<file path="src/rtl/mips_pkg.sv">
// ---------------------------------------------------------------------------
// mips_pkg
// Shared encodings for the multicycle MIPS control path:
//   statetype_t  - 4-bit FSM state encoding (FETCH=0 .. BNEEX=12)
//   OP_*         - 6-bit opcodes recognised by the controller
//   ALUOP_*      - 3-bit aluop codes handed to the external ALU decoder
//   ctrl_t       - bundle of every control signal the output decoder produces
// ---------------------------------------------------------------------------
package mips_pkg;

    typedef enum logic [3:0] {
        FETCH   = 4'd0,
        DECODE  = 4'd1,
        MEMADR  = 4'd2,
        MEMRD   = 4'd3,
        MEMWB   = 4'd4,
        MEMWR   = 4'd5,
        RTYPEEX = 4'd6,
        RTYPEWB = 4'd7,
        BEQEX   = 4'd8,
        IMMEX   = 4'd9,
        IMMWB   = 4'd10,
        JEX     = 4'd11,
        BNEEX   = 4'd12
    } statetype_t;

    localparam logic [5:0] OP_RTYPE = 6'b000000;
    localparam logic [5:0] OP_LW    = 6'b100011;
    localparam logic [5:0] OP_SW    = 6'b101011;
    localparam logic [5:0] OP_BEQ   = 6'b000100;
    localparam logic [5:0] OP_BNE   = 6'b000101;
    localparam logic [5:0] OP_ADDI  = 6'b001000;
    localparam logic [5:0] OP_ANDI  = 6'b001100;
    localparam logic [5:0] OP_ORI   = 6'b001101;
    localparam logic [5:0] OP_SLTI  = 6'b001010;
    localparam logic [5:0] OP_J     = 6'b000010;

    localparam logic [2:0] ALUOP_ADD   = 3'b000;
    localparam logic [2:0] ALUOP_SUB   = 3'b001;
    localparam logic [2:0] ALUOP_FUNCT = 3'b010;
    localparam logic [2:0] ALUOP_OR    = 3'b011;
    localparam logic [2:0] ALUOP_AND   = 3'b100;
    localparam logic [2:0] ALUOP_SLT   = 3'b101;

    // Full control vector. pcwrite/branch/bne stay internal to the controller
    // and are folded into pcen at the top level.
    typedef struct packed {
        logic       iord;
        logic       memwrite;
        logic       irwrite;
        logic       regdst;
        logic       memtoreg;
        logic       regwrite;
        logic       alusrca;
        logic [1:0] alusrcb;
        logic [1:0] pcsrc;
        logic [2:0] aluop;
        logic       immext;
        logic       pcwrite;
        logic       branch;
        logic       bne;
    } ctrl_t;

endpackage

</file>
<file path="src/rtl/mc_outdec.sv">
// ---------------------------------------------------------------------------
// mc_outdec
// Purely combinational output decoder: maps the current FSM state (and, in
// IMMEX only, the opcode) to the full control vector.
// Ports:
//   state_i  in   statetype_t  state to decode
//   op_i     in   6            opcode, used to pick aluop/immext in IMMEX
//   ctrl_o   out  ctrl_t       decoded control signals
// ---------------------------------------------------------------------------
module mc_outdec
    import mips_pkg::*;
(
    input  statetype_t  state_i,
    input  logic [5:0]  op_i,
    output ctrl_t       ctrl_o
);

    always_comb begin
        // Everything idles at 0; unused encodings fall through to this.
        ctrl_o = '0;
        case (state_i)
            FETCH: begin
                ctrl_o.irwrite = 1'b1;
                ctrl_o.pcwrite = 1'b1;
                ctrl_o.alusrcb = 2'b01;
                ctrl_o.aluop   = ALUOP_ADD;
            end
            DECODE: begin
                // Precompute the branch target PC+4+(imm<<2) into ALUOut.
                ctrl_o.alusrcb = 2'b11;
                ctrl_o.aluop   = ALUOP_ADD;
            end
            MEMADR: begin
                ctrl_o.alusrca = 1'b1;
                ctrl_o.alusrcb = 2'b10;
            end
            MEMRD: begin
                ctrl_o.iord = 1'b1;
            end
            MEMWB: begin
                ctrl_o.memtoreg = 1'b1;
                ctrl_o.regwrite = 1'b1;
            end
            MEMWR: begin
                ctrl_o.iord     = 1'b1;
                ctrl_o.memwrite = 1'b1;
            end
            RTYPEEX: begin
                ctrl_o.alusrca = 1'b1;
                ctrl_o.alusrcb = 2'b00;
                ctrl_o.aluop   = ALUOP_FUNCT;
            end
            RTYPEWB: begin
                ctrl_o.regdst   = 1'b1;
                ctrl_o.regwrite = 1'b1;
            end
            BEQEX: begin
                ctrl_o.alusrca = 1'b1;
                ctrl_o.aluop   = ALUOP_SUB;
                ctrl_o.pcsrc   = 2'b01;
                ctrl_o.branch  = 1'b1;
            end
            IMMEX: begin
                ctrl_o.alusrca = 1'b1;
                ctrl_o.alusrcb = 2'b10;
                // Logical immediates are zero-extended; arithmetic ones signed.
                case (op_i)
                    OP_ADDI: ctrl_o.aluop = ALUOP_ADD;
                    OP_ORI: begin
                        ctrl_o.aluop  = ALUOP_OR;
                        ctrl_o.immext = 1'b1;
                    end
                    OP_ANDI: begin
                        ctrl_o.aluop  = ALUOP_AND;
                        ctrl_o.immext = 1'b1;
                    end
                    OP_SLTI: ctrl_o.aluop = ALUOP_SLT;
                    default: ctrl_o.aluop = ALUOP_ADD;
                endcase
            end
            IMMWB: begin
                ctrl_o.regwrite = 1'b1;
            end
            JEX: begin
                ctrl_o.pcsrc   = 2'b10;
                ctrl_o.pcwrite = 1'b1;
            end
            BNEEX: begin
                ctrl_o.alusrca = 1'b1;
                ctrl_o.aluop   = ALUOP_SUB;
                ctrl_o.pcsrc   = 2'b01;
                ctrl_o.bne     = 1'b1;
            end
            default: ;
        endcase
    end

endmodule

</file>
<file path="src/rtl/mc_controller.sv">
// ---------------------------------------------------------------------------
// mc_controller
// Moore control FSM for a shared-memory multicycle MIPS datapath. Owns the
// state register and next-state logic, and combines pcwrite/branch/bne with
// the ALU zero flag into the single PC enable.
// Ports:
//   clk, reset                 rising-edge clock, synchronous active-high reset
//   op[5:0], zero              opcode from IR, ALU zero flag
//   iord, memwrite, irwrite,   memory / IR controls
//   regdst, memtoreg, regwrite register-file controls
//   alusrca, alusrcb[1:0],     ALU operand selects
//   aluop[2:0], immext         ALU operation class, immediate extension
//   pcsrc[1:0], pcen           PC source select and PC enable
//   state_o[3:0]               current state (0 while reset is high)
// ---------------------------------------------------------------------------
module mc_controller
    import mips_pkg::*;
(
    input  logic       clk,
    input  logic       reset,
    input  logic [5:0] op,
    input  logic       zero,
    output logic       iord,
    output logic       memwrite,
    output logic       irwrite,
    output logic       regdst,
    output logic       memtoreg,
    output logic       regwrite,
    output logic       alusrca,
    output logic [1:0] alusrcb,
    output logic [1:0] pcsrc,
    output logic [2:0] aluop,
    output logic       immext,
    output logic       pcen,
    output logic [3:0] state_o
);

    statetype_t state_q;
    statetype_t state_d;
    statetype_t dec_state;
    ctrl_t      ctrl;

    always_ff @(posedge clk) begin
        if (reset) begin
            state_q <= FETCH;
        end else begin
            state_q <= state_d;
        end
    end

    always_comb begin
        state_d = FETCH;
        case (state_q)
            FETCH:  state_d = DECODE;
            DECODE: begin
                case (op)
                    OP_LW, OP_SW:                      state_d = MEMADR;
                    OP_RTYPE:                          state_d = RTYPEEX;
                    OP_BEQ:                            state_d = BEQEX;
                    OP_BNE:                            state_d = BNEEX;
                    OP_ADDI, OP_ANDI, OP_ORI, OP_SLTI: state_d = IMMEX;
                    OP_J:                              state_d = JEX;
                    default:                           state_d = FETCH;
                endcase
            end
            MEMADR: begin
                if (op == OP_LW) begin
                    state_d = MEMRD;
                end else if (op == OP_SW) begin
                    state_d = MEMWR;
                end else begin
                    state_d = FETCH;
                end
            end
            MEMRD:   state_d = MEMWB;
            RTYPEEX: state_d = RTYPEWB;
            IMMEX:   state_d = IMMWB;
            default: state_d = FETCH;
        endcase
    end

    // The state register only changes on the next edge, so during a reset
    // cycle the outputs are decoded as if already in FETCH.
    assign dec_state = reset ? FETCH : state_q;

    mc_outdec u_outdec (
        .state_i (dec_state),
        .op_i    (op),
        .ctrl_o  (ctrl)
    );

    assign iord     = ctrl.iord;
    assign regdst   = ctrl.regdst;
    assign memtoreg = ctrl.memtoreg;
    assign alusrca  = ctrl.alusrca;
    assign alusrcb  = ctrl.alusrcb;
    assign pcsrc    = ctrl.pcsrc;
    assign aluop    = ctrl.aluop;
    assign immext   = ctrl.immext;

    // Write enables are suppressed while reset is held so an aborted
    // instruction cannot commit anything.
    assign memwrite = ctrl.memwrite & ~reset;
    assign irwrite  = ctrl.irwrite  & ~reset;
    assign regwrite = ctrl.regwrite & ~reset;
    assign pcen     = ~reset & (ctrl.pcwrite
                              | (ctrl.branch & zero)
                              | (ctrl.bne & ~zero));

    assign state_o  = reset ? 4'd0 : 4'(state_q);

endmodule
</file>
<file path="config.mk">
export PLATFORM = sky130hd
export DESIGN_NAME = mc_controller
export DESIGN_NICKNAME = d
export VERILOG_FILES = /design/src/rtl/mips_pkg.sv /design/src/rtl/mc_outdec.sv /design/src/rtl/mc_controller.sv
export SDC_FILE = /design/constraint.sdc
export NUM_CORES = 1
export LEC_CHECK = 0
export ABC_AREA = 1
export BUFFER_PORTS_ARGS = -buffer_cell sky130_fd_sc_hd__buf_2
export CAP_MARGIN = 20
export CORE_MARGIN = 10
export CORE_UTILIZATION = 45
export CTS_BUF_LIST = sky130_fd_sc_hd__clkbuf_16
export DETAILED_ROUTE_END_ITERATION = 8
export PLACE_DENSITY = 0.76
export SLEW_MARGIN = 20
export SYNTH_ARGS = -nofsm -noshare
export SYNTH_HDL_FRONTEND = slang
export SYNTH_HIERARCHICAL = 1
export SYNTH_SLANG_ARGS = --single-unit
</file>
<file path="constraint.sdc">
create_clock -name clk -period 3.2 [get_ports clk]
set_clock_uncertainty 0.2 [all_clocks]
set_input_delay 0.32 -clock clk [delete_from_list [all_inputs] [get_ports clk]]
set_output_delay 0.32 -clock clk [all_outputs]
set_load 0.02 [all_outputs]
</file>
==> results of run 1 <==
==> area by class of cell <==
type / count / area (um2) / area share
Timing Repair Buffer: 28 / 140 / 0.155
Clock buffer: 3 / 75.1 / 0.0830
Inverter: 31 / 116 / 0.129
Sequential cell: 4 / 80.1 / 0.0885
Tap cell: 15 / 18.8 / 0.0207
Multi-Input combinational cell: 100 / 474 / 0.524
==> power breakdown <==
part           internal (uW)  switching [uW]  leakage, uW  total (uW)
logic                   18.1            41.0     0.000484        59.0
clock network            160            33.3    0.0000370         193
registers               52.1            2.65    0.0000326        54.7
==> synth_stat cells <==
cell,number,area share
nand3_1,17,0.13
nand3_2,1,0.015
dfxtp_1,4,0.12
inv_1,28,0.16
inv_2,3,0.017
a21oi_1,7,0.052
nor2_4,1,0.017
nand2_2,2,0.019
nor3_2,1,0.015
o21ai_2,1,0.013
nand4_1,4,0.037
nor2_2,9,0.083
clkbuf_1,1,0.0056
nand2_1,27,0.15
nor3_1,1,0.0074
nor2_1,27,0.15
o22ai_1,2,0.019
==> layer usage <==
metal,GRT usage,share of wire
met5,0,0
met4,0.0492,0.025
met3,0.0322,0.068
met2,0.219,0.48
met1,0.131,0.42
==> worst max-delay path, cell delays in order (launching register included) <==
cell and delay (ns):
dfxtp_1 0.41, inv_1 0.09, nor2_1 0.33, nand2_1 0.17, o22ai_1 0.19, a21oi_1 0.06, a21oi_1 0.13, buf_2 0.18
==> path summary, 6_finish.rpt <==
kind	from	end	cells past startpoint
worst max-delay path	state_q[0]	pcen	7
worst min-delay path	reset	state_q[2]	2
worst max register to register	state_q[0]	state_q[2]	7
worst min register to register	state_q[3]	state_q[3]	2
==> stage by stage <==
step | hold WS (ns) | std cells
3_5_place_dp | 0.358 | 178
4_1_cts | 0.223 | 181
5_1_grt | 0.264 | 181
3_3_place_gp | 0.347 | 178
6_report | 0.227 | 181
2_1_floorplan | 0.189 | 136
==> kinds of logic (layout without fill, tap and decap cells) <==
group,after synthesis,in the layout
compound gates,10,10
buf+inv,32,62
flops,4,4
simple gates,90,90
==> results.toml, run 1 <==
[final_layout]
drive_above_1_share = 0.295
fillCellCount = 135
design_area_um2 = 905
top_regs = "state_q (4)"
largest_reg_flops = 4
antenna_cells = 0
layout_common_cells = "inv_1 (28), buf_2 (28), nor2_1 (27), nand2_1 (27), nand3_1 (17)"
fin_nets = 177
utilization = 0.670
regMostFlops = "state_q"
syn_to_final_growth_pct = 34.1

[run]
cap_violations = 0

[floorplanning]
boundaryPins = 29
die_h_um = 58.7
core_um2 = 1350
die_w_um = 58.7
die-area_um2 = 3450
placementRows = 13
initial_core_util = 0.500

[critical_path]
critPathMaxFanout = 6
startpoint_type = "flip-flop"
crit_path_end_kind = "output port"
crit_required_ns = 2.68
critical_path_class = "flip-flop to output port"
reg2reg_setup_slack_ns = 1.86
worstPathArrival_ns = 1.77

[timing]
setup_ws_ns = 0.909
tightest_slew_ns = 0.404
setup_tns_ns = 0
slew_headroom = 0.730
rsz0062_at_grt = "false"
fmax_ghz = 0.437
finalHoldViolations = 0
period_share = 0.716
finalSetupViolCount = 0
fin_crit_ns = 2.29
slew_viol_final = 0

[logic_synthesis]
syn-cell-area_um2 = 674
yosysSeqAreaShare = 0.119
synthAdderAreaFrac = 0
syn_avg_cell_area_um2 = 4.96
synthMuxAreaShare = 0
ys_warn_count = 6
synth_nets = 145
synth_top_family_by_area = "simple AND/OR/NAND/NOR gates"
synthCells = 136
synth_cell_types = 17
synthSimpleGateAreaFrac = 0.620
synth_xor_area_frac = 0
yosys_register_bits = 4
synth-compound-area-share = 0.0835

[placed_design]
dp_slack_ns = 1.09
routabilityCongestion = 0.908
port_buffers = 28
place_hpwl_um = 1670
postPlaceCellArea_um2 = 830

[status]
status = "finished clean"

[clocking]
clock_sink_count = 4
clkSlewWorstSetupHoldPaths_ns = 0.03
root_buffer = "clkbuf_16"
cts.repair.resized = 0
cts-buffers-inserted = 3
postCtsHoldBufs = 0
htree_levels = 1
cts_tree = "yes"
clock_latency_ns = 0.22
cts_setup_buffers = 0
clockBufferDepth = 2

[grt]
overflow = 0
track_usage = 0.122
grt_antenna_before_repair = 0
grt_pass1_vias = 869
grt_first_pass_wirelength_um = 3590
grt_max_degree = 13

[route]
post_drt_wl_per_cell_um = 11.9
postRouteWirelength_um = 2150
routed-via-count = 927
vias_per_cell = 5.12
ant_nets = 0
first_iter_violations = 19
drc = 0
first_pass_iters = 4

[pwr]
cellPowerDensity_nw_per_um2 = 339
power_uw = 307
vdd_ir_drop_max_mv = 0.361
power.static_leakage_uw = 0.000553

[hold_path]
hold_path_class = "primary input to flip-flop"
Note: power is estimated with default switching activity, not from simulation.
==> inputs of run 2 (changes only) <==
Clock period 3.2 ns to 2.25 ns, I/O delays scaled along.
==> run 2 against run 1 <==
- sequential cell count unchanged
- register-to-register slack got worse by 0.92 ns
- design area increased by 1.1%
- worst setup slack got worse by 0.69 ns
- routed wire length decreased by 3.1%
- utilization increased by 0.74 points
- critical endpoint unchanged
- highest routed layer is now met3
==> results.toml, run 2 (same netlist as run 1, synthesis figures left out) <==
[status]
status = "finished clean"

[timing]
setup_tns_ns = 0
fmax_ghz = 0.493
finalHoldViolations = 0
finalSetupViolCount = 0
slew_viol_final = 0
rsz0062_at_grt = "false"
fin_crit_ns = 2.03
tightest_slew_ns = 0.289
period_share = 0.901
slew_headroom = 0.807

[clocking]
clockBufferDepth = 2
clock_latency_ns = 0.22
htree_levels = 1
cts-buffers-inserted = 3
postCtsHoldBufs = 0
clock_sink_count = 4
root_buffer = "clkbuf_16"
cts_tree = "yes"
clkSlewWorstSetupHoldPaths_ns = 0.03

[final_layout]
fin_nets = 177
fillCellCount = 129
top_regs = "state_q (4)"
antenna_cells = 0
syn_to_final_growth_pct = 35.6
largest_reg_flops = 4
regMostFlops = "state_q"
drive_above_1_share = 0.319
design_area_um2 = 915
layout_common_cells = "inv_1 (28), buf_2 (28), nand2_1 (27)"

[route]
vias_per_cell = 5.12
first_iter_violations = 40
routed-via-count = 926
post_drt_wl_per_cell_um = 11.5
drc = 0
ant_nets = 0
postRouteWirelength_um = 2090
first_pass_iters = 4

[placed_design]
place_hpwl_um = 1700
routabilityCongestion = 0.899
port_buffers = 28
postPlaceCellArea_um2 = 830

[hold_path]
hold_path_class = "primary input to flip-flop"

[pwr]
swShare = 0.249
p_switching_uw = 108
vdd_ir_drop_max_mv = 0.515
cellPowerDensity_nw_per_um2 = 476
seqPwrFrac = 0.177
intPower_uw = 327
p_comb_frac = 0.196
pwr-share-clk = 0.627
power.static_leakage_uw = 0.000552

[floorplanning]
die_h_um = 58.7
placementRows = 13
initial_core_util = 0.500
boundaryPins = 29
die_w_um = 58.7
core_um2 = 1350
die-area_um2 = 3450

[critical_path]
crit_path_end_kind = "output port"
worstPathArrival_ns = 1.60
crit_required_ns = 1.82
startpoint_type = "flip-flop"
critical_path_class = "flip-flop to output port"
critPathMaxFanout = 6
reg2reg_setup_slack_ns = 0.94

[grt]
overflow = 0
grt_max_degree = 13
grt_antenna_before_repair = 0
track_usage = 0.119
grt_pass1_vias = 861
grt_first_pass_wirelength_um = 3510

[run]
cap_violations = 0
==> run 2: cell counts in the layout (fill, tap and decap cells not counted) <==
No cell type changed its count.
==> run 2: routing by layer <==
metal / GRT usage / wire (um) / vias to the layer above
met5: 0 / 0 / -
li1: - / - / 479
met1: 0.135 / 854 / 418
met2: 0.212 / 1040 / 29
met3: 0.0343 / 191 / 0
met4: 0.0295 / 0 / 0
==> run 2: path summary, 6_finish.rpt <==
path / startpoint / end / cells after the start
hold reg to reg: state_q[3] / state_q[3] / 2
setup / recovery: state_q[0] / pcen / 7
hold / removal: reset / state_q[2] / 2
setup reg to reg: state_q[0] / state_q[1] / 7
==> run 2: final cells by class <==
cell class              count  area (um2)  area share
multi-input cells         100         484       0.529
clock buffers               3        75.1      0.0821
inverters                  31         116       0.127
repair buffers             28         140       0.153
flip-flops and latches      4        80.1      0.0876
well taps                  15        18.8      0.0205
==> run 2: repair_timing <==
action	CTS	global route
buffers inserted	0	0
setup endpoints to repair	0	6
gates resized for setup	0	4
==> run 2: critical path, stage by stage (launching register included) <==
cell and delay [ns]:
dfxtp_1 0.39, inv_1 0.09, nor2_2 0.23, nand2_1 0.15, o22ai_1 0.18, a21oi_1 0.05, a21oi_1 0.11, buf_2 0.18
==> run 2: through the flow <==
| stage | utilization | instances | total power (uW) | hold slack [ns] | setup slack (ns) |
|---|---|---|---|---|---|
| finish | 0.677 | 181 | 435 | 0.135 | 0.223 |
| global route | 0.677 | 181 | 455 | 0.154 | 0.00604 |
| CTS | 0.670 | 181 | 436 | 0.120 | 0.104 |
| detailed placement | 0.614 | 178 | 161 | 0.351 | 0.340 |
| global placement | 0.614 | 178 | 159 | 0.350 | 0.367 |
| floorplan | - | 136 | 130 | 0.0941 | 0.142 |
==> run 2: power groups by stage <==
stage | Combinational, uW | Clock (uW) | Sequential [uW]
2_1_floorplan | 53.1 | 0 | 77.2
3_3_place_gp | 80.8 | 0 | 78.0
3_5_place_dp | 82.5 | 0 | 78.1
4_1_cts | 83.4 | 275 | 77.2
5_1_grt | 94.8 | 283 | 78.0
6_report | 85.1 | 273 | 77.2
